==> src/rtl/irq_ctrl.sv <==
// Prioritised interrupt controller: folds the timer, DMA, flash and external
// interrupt sources onto the single CPU interrupt, with a claim/EOI handshake.
module irq_ctrl #(
  parameter int                NUM_IRQ   = 4,
  parameter int                DATA_W    = 32,
  parameter int                ADDR_W    = 24,
  parameter int                CMD_W     = 3,
  parameter logic [ADDR_W-1:0] BASE_ADDR = 24'h00_0F00
) (
  input  logic               clk0,
  input  logic               reset,
  input  logic [NUM_IRQ-1:0] irq_src,
  input  logic [ADDR_W-1:0]  host_addr,
  input  logic [CMD_W-1:0]   host_cmd,
  input  logic [DATA_W-1:0]  host_datain,
  output logic [DATA_W-1:0]  host_dataout,
  output logic               host_ack,
  output logic               cpu_irq,
  output logic [2:0]         irq_id
);

  // state     | meaning
  // S_IDLE    | no request to the CPU; arbitrate eligible sources
  // S_ASSERT  | cpu_irq high for irq_id; tracks a higher-priority newcomer
  // S_SERVICE | claimed; irq_id held until an EOI write
  typedef enum logic [1:0] {
    S_IDLE    = 2'd0,
    S_ASSERT  = 2'd1,
    S_SERVICE = 2'd2
  } state_t;

  localparam logic [CMD_W-1:0] CMD_RD = CMD_W'(1);
  localparam logic [CMD_W-1:0] CMD_WR = CMD_W'(2);

  localparam logic [2:0] REG_RAW   = 3'd0;
  localparam logic [2:0] REG_PEND  = 3'd1;
  localparam logic [2:0] REG_MASK  = 3'd2;
  localparam logic [2:0] REG_EDGE  = 3'd3;
  localparam logic [2:0] REG_CLAIM = 3'd4;
  localparam logic [2:0] REG_EOI   = 3'd5;

  state_t               r_state;
  logic [NUM_IRQ-1:0]   r_mask;
  logic [NUM_IRQ-1:0]   r_edge;
  logic [NUM_IRQ-1:0]   r_pend;
  logic [NUM_IRQ-1:0]   r_prev_src;
  logic [2:0]           r_irq_id;
  logic                 r_cpu_irq;
  logic                 r_ack;
  logic [DATA_W-1:0]    r_dout;

  logic                 w_hit;
  logic                 w_rd;
  logic                 w_wr;
  logic [2:0]           w_sel;
  logic [NUM_IRQ-1:0]   w_wdata;
  logic [NUM_IRQ-1:0]   w_elig;
  logic [2:0]           w_winner;
  logic                 w_any;
  logic [NUM_IRQ-1:0]   w_id_oh;
  logic                 w_cur_elig;
  logic                 w_claim;
  logic                 w_eoi;
  logic [NUM_IRQ-1:0]   w_rise;
  logic [NUM_IRQ-1:0]   w_w1c;
  logic [NUM_IRQ-1:0]   w_claim_clr;
  logic [NUM_IRQ-1:0]   w_pend_nxt;
  logic [DATA_W-1:0]    w_claim_word;
  logic [DATA_W-1:0]    w_rdata;
  logic                 w_unused;

  assign w_hit   = (host_addr[ADDR_W-1:4] == BASE_ADDR[ADDR_W-1:4]);
  assign w_rd    = w_hit && (host_cmd == CMD_RD);
  assign w_wr    = w_hit && (host_cmd == CMD_WR);
  assign w_sel   = host_addr[2:0];
  assign w_wdata = host_datain[NUM_IRQ-1:0];

  assign w_unused = &{1'b0, host_addr[3], host_datain[DATA_W-1:NUM_IRQ]};

  assign w_elig = r_pend & r_mask;
  assign w_any  = |w_elig;

  // Lowest set index wins: scan downwards so the last hit is the smallest.
  always_comb begin
    w_winner = 3'd0;
    for (int i = NUM_IRQ - 1; i >= 0; i--) begin
      if (w_elig[i]) w_winner = 3'(i);
    end
  end

  always_comb begin
    w_id_oh = '0;
    for (int i = 0; i < NUM_IRQ; i++) begin
      w_id_oh[i] = (r_irq_id == 3'(i));
    end
  end

  assign w_cur_elig = |(w_elig & w_id_oh);
  assign w_claim    = w_rd && (w_sel == REG_CLAIM) && (r_state == S_ASSERT);
  assign w_eoi      = w_wr && (w_sel == REG_EOI) && (r_state == S_SERVICE);

  // Edge bits: clears (W1C or claim) lose to a same-cycle rising edge.
  // Level bits simply track the source.
  assign w_rise      = irq_src & ~r_prev_src;
  assign w_w1c       = (w_wr && (w_sel == REG_PEND)) ? w_wdata : '0;
  assign w_claim_clr = w_claim ? (w_id_oh & r_edge) : '0;
  assign w_pend_nxt  = (r_edge & ((r_pend & ~w_w1c & ~w_claim_clr) | w_rise))
                     | (~r_edge & irq_src);

  always_comb begin
    w_claim_word           = '0;
    w_claim_word[DATA_W-1] = (r_state == S_ASSERT);
    w_claim_word[2:0]      = r_irq_id;
  end

  always_comb begin
    w_rdata = '0;
    case (w_sel)
      REG_RAW:   w_rdata = DATA_W'(irq_src);
      REG_PEND:  w_rdata = DATA_W'(r_pend);
      REG_MASK:  w_rdata = DATA_W'(r_mask);
      REG_EDGE:  w_rdata = DATA_W'(r_edge);
      REG_CLAIM: w_rdata = w_claim_word;
      default:   w_rdata = '0;
    endcase
  end

  always_ff @(posedge clk0) begin
    if (!reset) begin
      r_mask     <= '0;
      r_edge     <= '0;
      r_pend     <= '0;
      r_prev_src <= '0;
      r_ack      <= 1'b0;
      r_dout     <= '0;
    end else begin
      r_prev_src <= irq_src;
      r_pend     <= w_pend_nxt;
      r_ack      <= w_rd | w_wr;
      if (w_rd) r_dout <= w_rdata;
      if (w_wr && (w_sel == REG_MASK)) r_mask <= w_wdata;
      if (w_wr && (w_sel == REG_EDGE)) r_edge <= w_wdata;
    end
  end

  always_ff @(posedge clk0) begin
    if (!reset) begin
      r_state   <= S_IDLE;
      r_irq_id  <= 3'd0;
      r_cpu_irq <= 1'b0;
    end else begin
      case (r_state)
        S_IDLE: begin
          r_cpu_irq <= 1'b0;
          if (w_any) begin
            r_irq_id  <= w_winner;
            r_cpu_irq <= 1'b1;
            r_state   <= S_ASSERT;
          end
        end
        S_ASSERT: begin
          if (w_claim) begin
            r_cpu_irq <= 1'b0;
            r_state   <= S_SERVICE;
          end else if (!w_cur_elig) begin
            r_cpu_irq <= 1'b0;
            r_state   <= S_IDLE;
          end else begin
            // Current id is still eligible, so the winner is it or higher priority.
            r_irq_id  <= w_winner;
            r_cpu_irq <= 1'b1;
          end
        end
        S_SERVICE: begin
          r_cpu_irq <= 1'b0;
          if (w_eoi) r_state <= S_IDLE;
        end
        default: begin
          r_cpu_irq <= 1'b0;
          r_state   <= S_IDLE;
        end
      endcase
    end
  end

  assign host_dataout = r_dout;
  assign host_ack     = r_ack;
  assign cpu_irq      = r_cpu_irq;
  assign irq_id       = r_irq_id;

endmodule
==> config.mk <==
export PLATFORM = sky130hd
export DESIGN_NAME = irq_ctrl
export DESIGN_NICKNAME = d
export VERILOG_FILES = /design/src/rtl/irq_ctrl.sv
export SDC_FILE = /design/constraint.sdc
export NUM_CORES = 1
export LEC_CHECK = 0
export BUFFER_PORTS_ARGS = -buffer_cell sky130_fd_sc_hd__buf_4
export CAP_MARGIN = 20
export CORE_ASPECT_RATIO = 0.6
export CORE_MARGIN = 1.5
export CORE_UTILIZATION = 45
export DETAILED_ROUTE_END_ITERATION = 8
export PLACE_DENSITY = 0.94
export SKIP_CTS_REPAIR_TIMING = 1
export SLEW_MARGIN = 20
export SYNTH_ARGS = -nofsm -noshare
export SYNTH_HDL_FRONTEND = slang
export SYNTH_SLANG_ARGS = --single-unit
==> constraint.sdc <==
create_clock -name clk0 -period 4.9 [get_ports clk0]
set_input_delay 0.98 -clock clk0 [delete_from_list [all_inputs] [get_ports clk0]]
set_output_delay 0.98 -clock clk0 [all_outputs]
set_load 0.03 [all_outputs]
## Word level (Yosys, flattened, before mapping)

Index checks and enable logic that the tools add are counted.

- Logic and storage cells: 79
- Output and inout bits: 37
- Bits of input ports: 65
- Bits in registers: 55

- Equal/unequal tests: 18
- Muxes and demuxes: 20
- Bitwise operators: 15
- Reduce and logical (&&, ||, !) cells: 17

Operator list:

| cell | count |
|---|---|
| 32-bit one-hot mux with 5 select lines | 1 |
| 4-bit AND | 8 |
| 20-bit by 8-bit equality test with 1-bit output, second input constant | 1 |
| 4-bit NOT | 4 |
| 3-bit by 2-bit equality test with 1-bit output, second input constant | 5 |
| 3-bit 2-to-1 mux | 5 |
| 2-bit 2-to-1 mux | 6 |
| 3-bit by 1-bit equality test with 1-bit output, second input constant | 3 |
| 1-bit logical AND | 9 |
| 4-bit 2-to-1 mux | 2 |
| 2-bit != test, second input constant | 4 |
| 4-bit bitwise OR | 2 |
| 4-bit OR reduction | 2 |
| 3-bit equality test, second input constant | 2 |
| 3-bit zero test | 2 |
| 2-bit one-hot mux with 3 select lines | 1 |
| 3-bit one-hot mux with 2 select lines | 1 |
| 4-bit AND reduction | 1 |
| 1-bit 2-to-1 mux | 3 |
| 3-bit != test, second input constant | 1 |
| 3-bit AND reduction | 1 |
| 2-bit by 1-bit equality test with 1-bit output, second input constant | 1 |
| 2-bit equality test, second input constant | 1 |
| 2-bit zero test | 1 |
| other kinds (3) | 3 |

## Logic depth before layout (Yosys ltp)

- Depth after elaboration: 10
- Mapped depth: 6
- Gate-level depth less buffers: 5

## Least setup slack after synthesis

Ideal clock, no wire load.

- Path type: in2reg
- Start: in host_addr[17]
- End: reg r_edge[0]
- Data required time: 4781 ps
- Arrival time: 2453 ps
- Buffers on the path: 1
- Setup slack: 2327 ps
- Setup time: 119 ps
- Stages: 6
- Cells stage by stage: nor4_1 -> nand4_1 -> or3_4 -> or3_1 -> buf_2 -> mux2i_1

- Longest elaborated chain between the ends: 3

Ends and longest elaborated chain:

| element | RTL line | source |
|---|---|---|
| from (decl) | 13 | `input logic [ADDR_W-1:0] host_addr,` |
| 20-bit by 8-bit equality test with 1-bit output | 72 | `assign w_hit = (host_addr[ADDR_W-1:4] == BASE_ADDR[ADDR_W-1:4]);` |
| 1-bit logical AND | 74 | `assign w_wr = w_hit && (host_cmd == CMD_WR);` |
| 1-bit logical AND | 142 | `if (w_wr && (w_sel == REG_EDGE)) r_edge <= w_wdata;` |
| to (signal assigned) | 142 |  |
| to (decl) | 44 | `logic [NUM_IRQ-1:0] r_edge;` |

Every way passes these cells.
A chain may end at the register's enable or synchronous reset.

## Worst setup path after layout

- Start: in host_addr[20]
- End: reg r_pend[2]

- Longest elaborated chain between the ends: 10
- Elaborated cells between the ends (all ways): 15
- Those cells by class: eq/ne: 1; mux: 2; bitwise: 7; reduce/logical: 5

Ends and longest elaborated chain:

| element | RTL line | source |
|---|---|---|
| 20-bit by 8-bit equality test with 1-bit output (*) | 72 |  |
| 1-bit logical AND, on equally long branches | 74, 73 |  |
| 1-bit logical AND, on equally long branches | 105, 99 |  |
| 4-bit 2-to-1 mux or 1-bit logical AND (tied branches) | 105, 99 |  |
| 4-bit NOT or 4-bit 2-to-1 mux (tied branches) | 107, 106 |  |
| 4-bit AND or 4-bit NOT (tied branches) | 107 | `assign w_pend_nxt = (r_edge & ((r_pend & ~w_w1c & ~w_claim_clr) \| w_rise))` |
| 4-bit AND (*) | 107 |  |
| 4-bit bitwise OR (*) | 107 |  |
| 4-bit AND (*) | 107 |  |
| 4-bit bitwise OR (*) | 108 | `\| (~r_edge & irq_src);` |
| to (signal assigned) | 138 | `r_pend <= w_pend_nxt;` |
| to (decl) | 45 | `logic [NUM_IRQ-1:0] r_pend;` |

Mark *: on every way between the ends. The rest lies on a longest branch, timed or not.

==> impl_metrics.tcl <==
set metrics [dict create \
    slew_headroom_pct 33.9 \
    grt_antenna_before_repair 0 \
    insertedDiodeCount 0 \
    hold_class "reg2reg" \
    whs_ps 490 \
    synth.avg_cell_area_sq_um 8.40 \
    fin_crit_ps 2840 \
    status "finished, final reports clean" \
    worst-path-max-fanout 6 \
    fin_ws_ps 2060 \
    placement.setup.worst_slack_ps 1800 \
    synth_cell_type_count 39 \
    ys_async_sr_fraction_pct 0 \
    setup.worst_path.class "in2reg" \
    cp.arrival_ps 3010 \
    slew_viol_final 0 \
    ant_nets 0 \
    cts-root-to-sink-buffers 2 \
    fmax_mhz 352 \
    totalNegativeSetupSlack_ps 0 \
    power_leakage_nw 0.826 \
    io_buffers 44 \
    first_pass_grt_wire_length_microns 5600 \
    cellPowerDensity_mw_per_mm2 222 \
    synth.most_common_cell "nand2_1" \
    fp.dieArea_sq_mm 0.00398 \
    setup_skew_after_layout_ps 1.19 \
    dp_hpwl_microns 2860 \
    drtPass1Iterations 4 \
    detail_route.drc_violations 0 \
    clock_tree.root_cell "clkbuf_8" \
    via_count_of_the_first_global_routing_pass 1233 \
    startpoint_type_of_the_worst_setup_path "input port" \
    leading_register_cell_type_out_of_synthesis "dfxtp_1" \
    number_of_buffers_created_by_cts 3 \
    synth.area.top_cells "dfxtp_1 (33%), buf_4 (13%), mux2i_1 (8.0%)" \
    synth_sequential_area_ratio_pct 33.4 \
    cts_tree "yes" \
    htree_num_levels 1 \
    endpoint "r_pend[2]" \
    setup_viol 0 \
    worstHoldStart "host_dataout[2]" \
    critPathRequiredTime_ps 5070 \
    routed_via_density 5.13 \
    crit_path_start "host_addr[20]" \
    grt_use_total_pct 18.4 \
    initial_standard_cell_utilization_of_the_core_pct 48.5 \
    timing_hold_violations_final 0 \
    final_layout_size_suffix_gt1_share_pct 22.4 \
    setup_repair_after_global_routing_missed_its_margin "no" \
    critical_path.reg2reg.endpoint "r_pend[2]" \
    synthesis.yosys.warnings 0 \
    die_width_microns 80.5 \
    synth_area_sq_mm 0.00162 \
    number_of_primary_i_o_pins 102 \
    drv.max_cap_violation_count 0 \
    count_of_flip_flops_with_a_built_in_enable_after_synthesis 0 \
    synth-seq-cells 27 \
    worst_r2r_path_depth 5 \
    routabilityCongestion 0.847 \
    worst-slew-pin-transition_ps 983 \
    synth_cells 193 \
    die_h_microns 49.5 \
    fin_util_pct 57.2 \
    power.ir.vdd_worst_mv 0.149 \
    first_iteration_detailed_routing_drc_count 119 \
    grt_start_max_net_pins 34 \
    synth_top_area_share_pct 33.4 \
    ys_top_cells_by_count "nand2_1 (30), buf_4 (28), dfxtp_1 (27)" \
    clock_insertion_delay_worst_skew_ps 270 \
    critPathCaptureType "register" \
    rows 16 \
    routed_wire_length_per_instance_microns 13.5 \
    core_region_area_sq_mm 0.00334 \
    dr_total_vias 1420 \
    clk_pin_slew_ps 90 \
    totalPowerFinal_w 0.000424 \
    area_leader_netlist "dfxtp_1" \
    clock_sink_count 27 \
    grt_remaining_overflow 0 \
    totalWireLength_microns 3750 \
    numnets_final 298 \
    area.growth.synth_to_final_pct 18.0 \
    regToRegSetupSlack_ps 2950 \
    reg2reg_from "r_state[0]" \
    period_share_pct 58.0 \
]
[cell usage in the layout (no fill, tap or decap), types with 6 or more instances in the layout]
cell type,synthesis,final
nand2_1,30,30
buf_4,28,44
conb_1,1,28
dfxtp_1,27,27
nand3b_1,6,6
nor3b_1,7,7
mux2i_1,13,13
nand3_1,10,10
[power by group]
part           switching [W]   total, W  internal, W
Sequential        0.00000225   0.000225     0.000223
Combinational      0.0000481  0.0000751    0.0000271
Clock              0.0000654   0.000124    0.0000582
[sequential cells by signal (all words and copies together) (netlist names)]
register / flops
cpu_irq: 1
host_ack: 1
host_dataout: 5
irq_id: 2
r_edge: 4
r_mask: 4
r_pend: 4
r_prev_src: 4
r_state: 2
[per-layer routing]
layer	track usage (%)	up-vias	share of wire (%)
met1	24.4	643	42
li1	-	703	-
met2	30.0	72	47
met3	4.44	2	11
met5	0	-	0
met4	4.31	0	0.29
[through the flow]
step	area [sq um]	cells
after floorplan	1720	220
after detailed placement	1870	273
final	1910	277
after global placement	1870	273
after CTS	1910	277
after global routing	1910	277
[worst max-delay path, stage by stage]
cell	delay, ps
buf_4	110
nor4_1	390
nand4_1	240
nor4_1	860
nand3b_1	170
a22o_1	270
[cells by family (layout without fill, tap and decap cells)]
kind of cell | after synthesis | count (layout) | synth area share [%]
muxes | 16 | 16 | 11.5
other | 1 | 28 | 0.231
buffers and inverters | 39 | 51 | 15.6
AOI/OAI and AO/OA | 26 | 26 | 11.1
DFF | 27 | 27 | 33.4
xor gates and xnor gates | 1 | 1 | 0.541
and+or+nand+nor | 83 | 83 | 27.6
[final cells by class]
class	count	area (sq um)
well taps	45	56.3
repair buffers	44	330
clock buffers	4	45.0
flip-flops and latches	27	541
fillers	333	1430
inverters	3	11.3
multi-input cells	154	928
[worst min-delay path by stage]
| stage | end | slack (ps) | cells after the start |
|---|---|---|---|
| floorplan | r_mask[2] | 440 | 2 |
| global placement | r_pend[2] | 460 | 2 |
| detailed placement | r_pend[0] | 480 | 2 |
| CTS | host_dataout[3] | 490 | 2 |
| global route | r_mask[0] | 520 | 2 |
| finish | host_dataout[2] | 490 | 2 |
No activity file was read; power rests on OpenSTA's default activity.
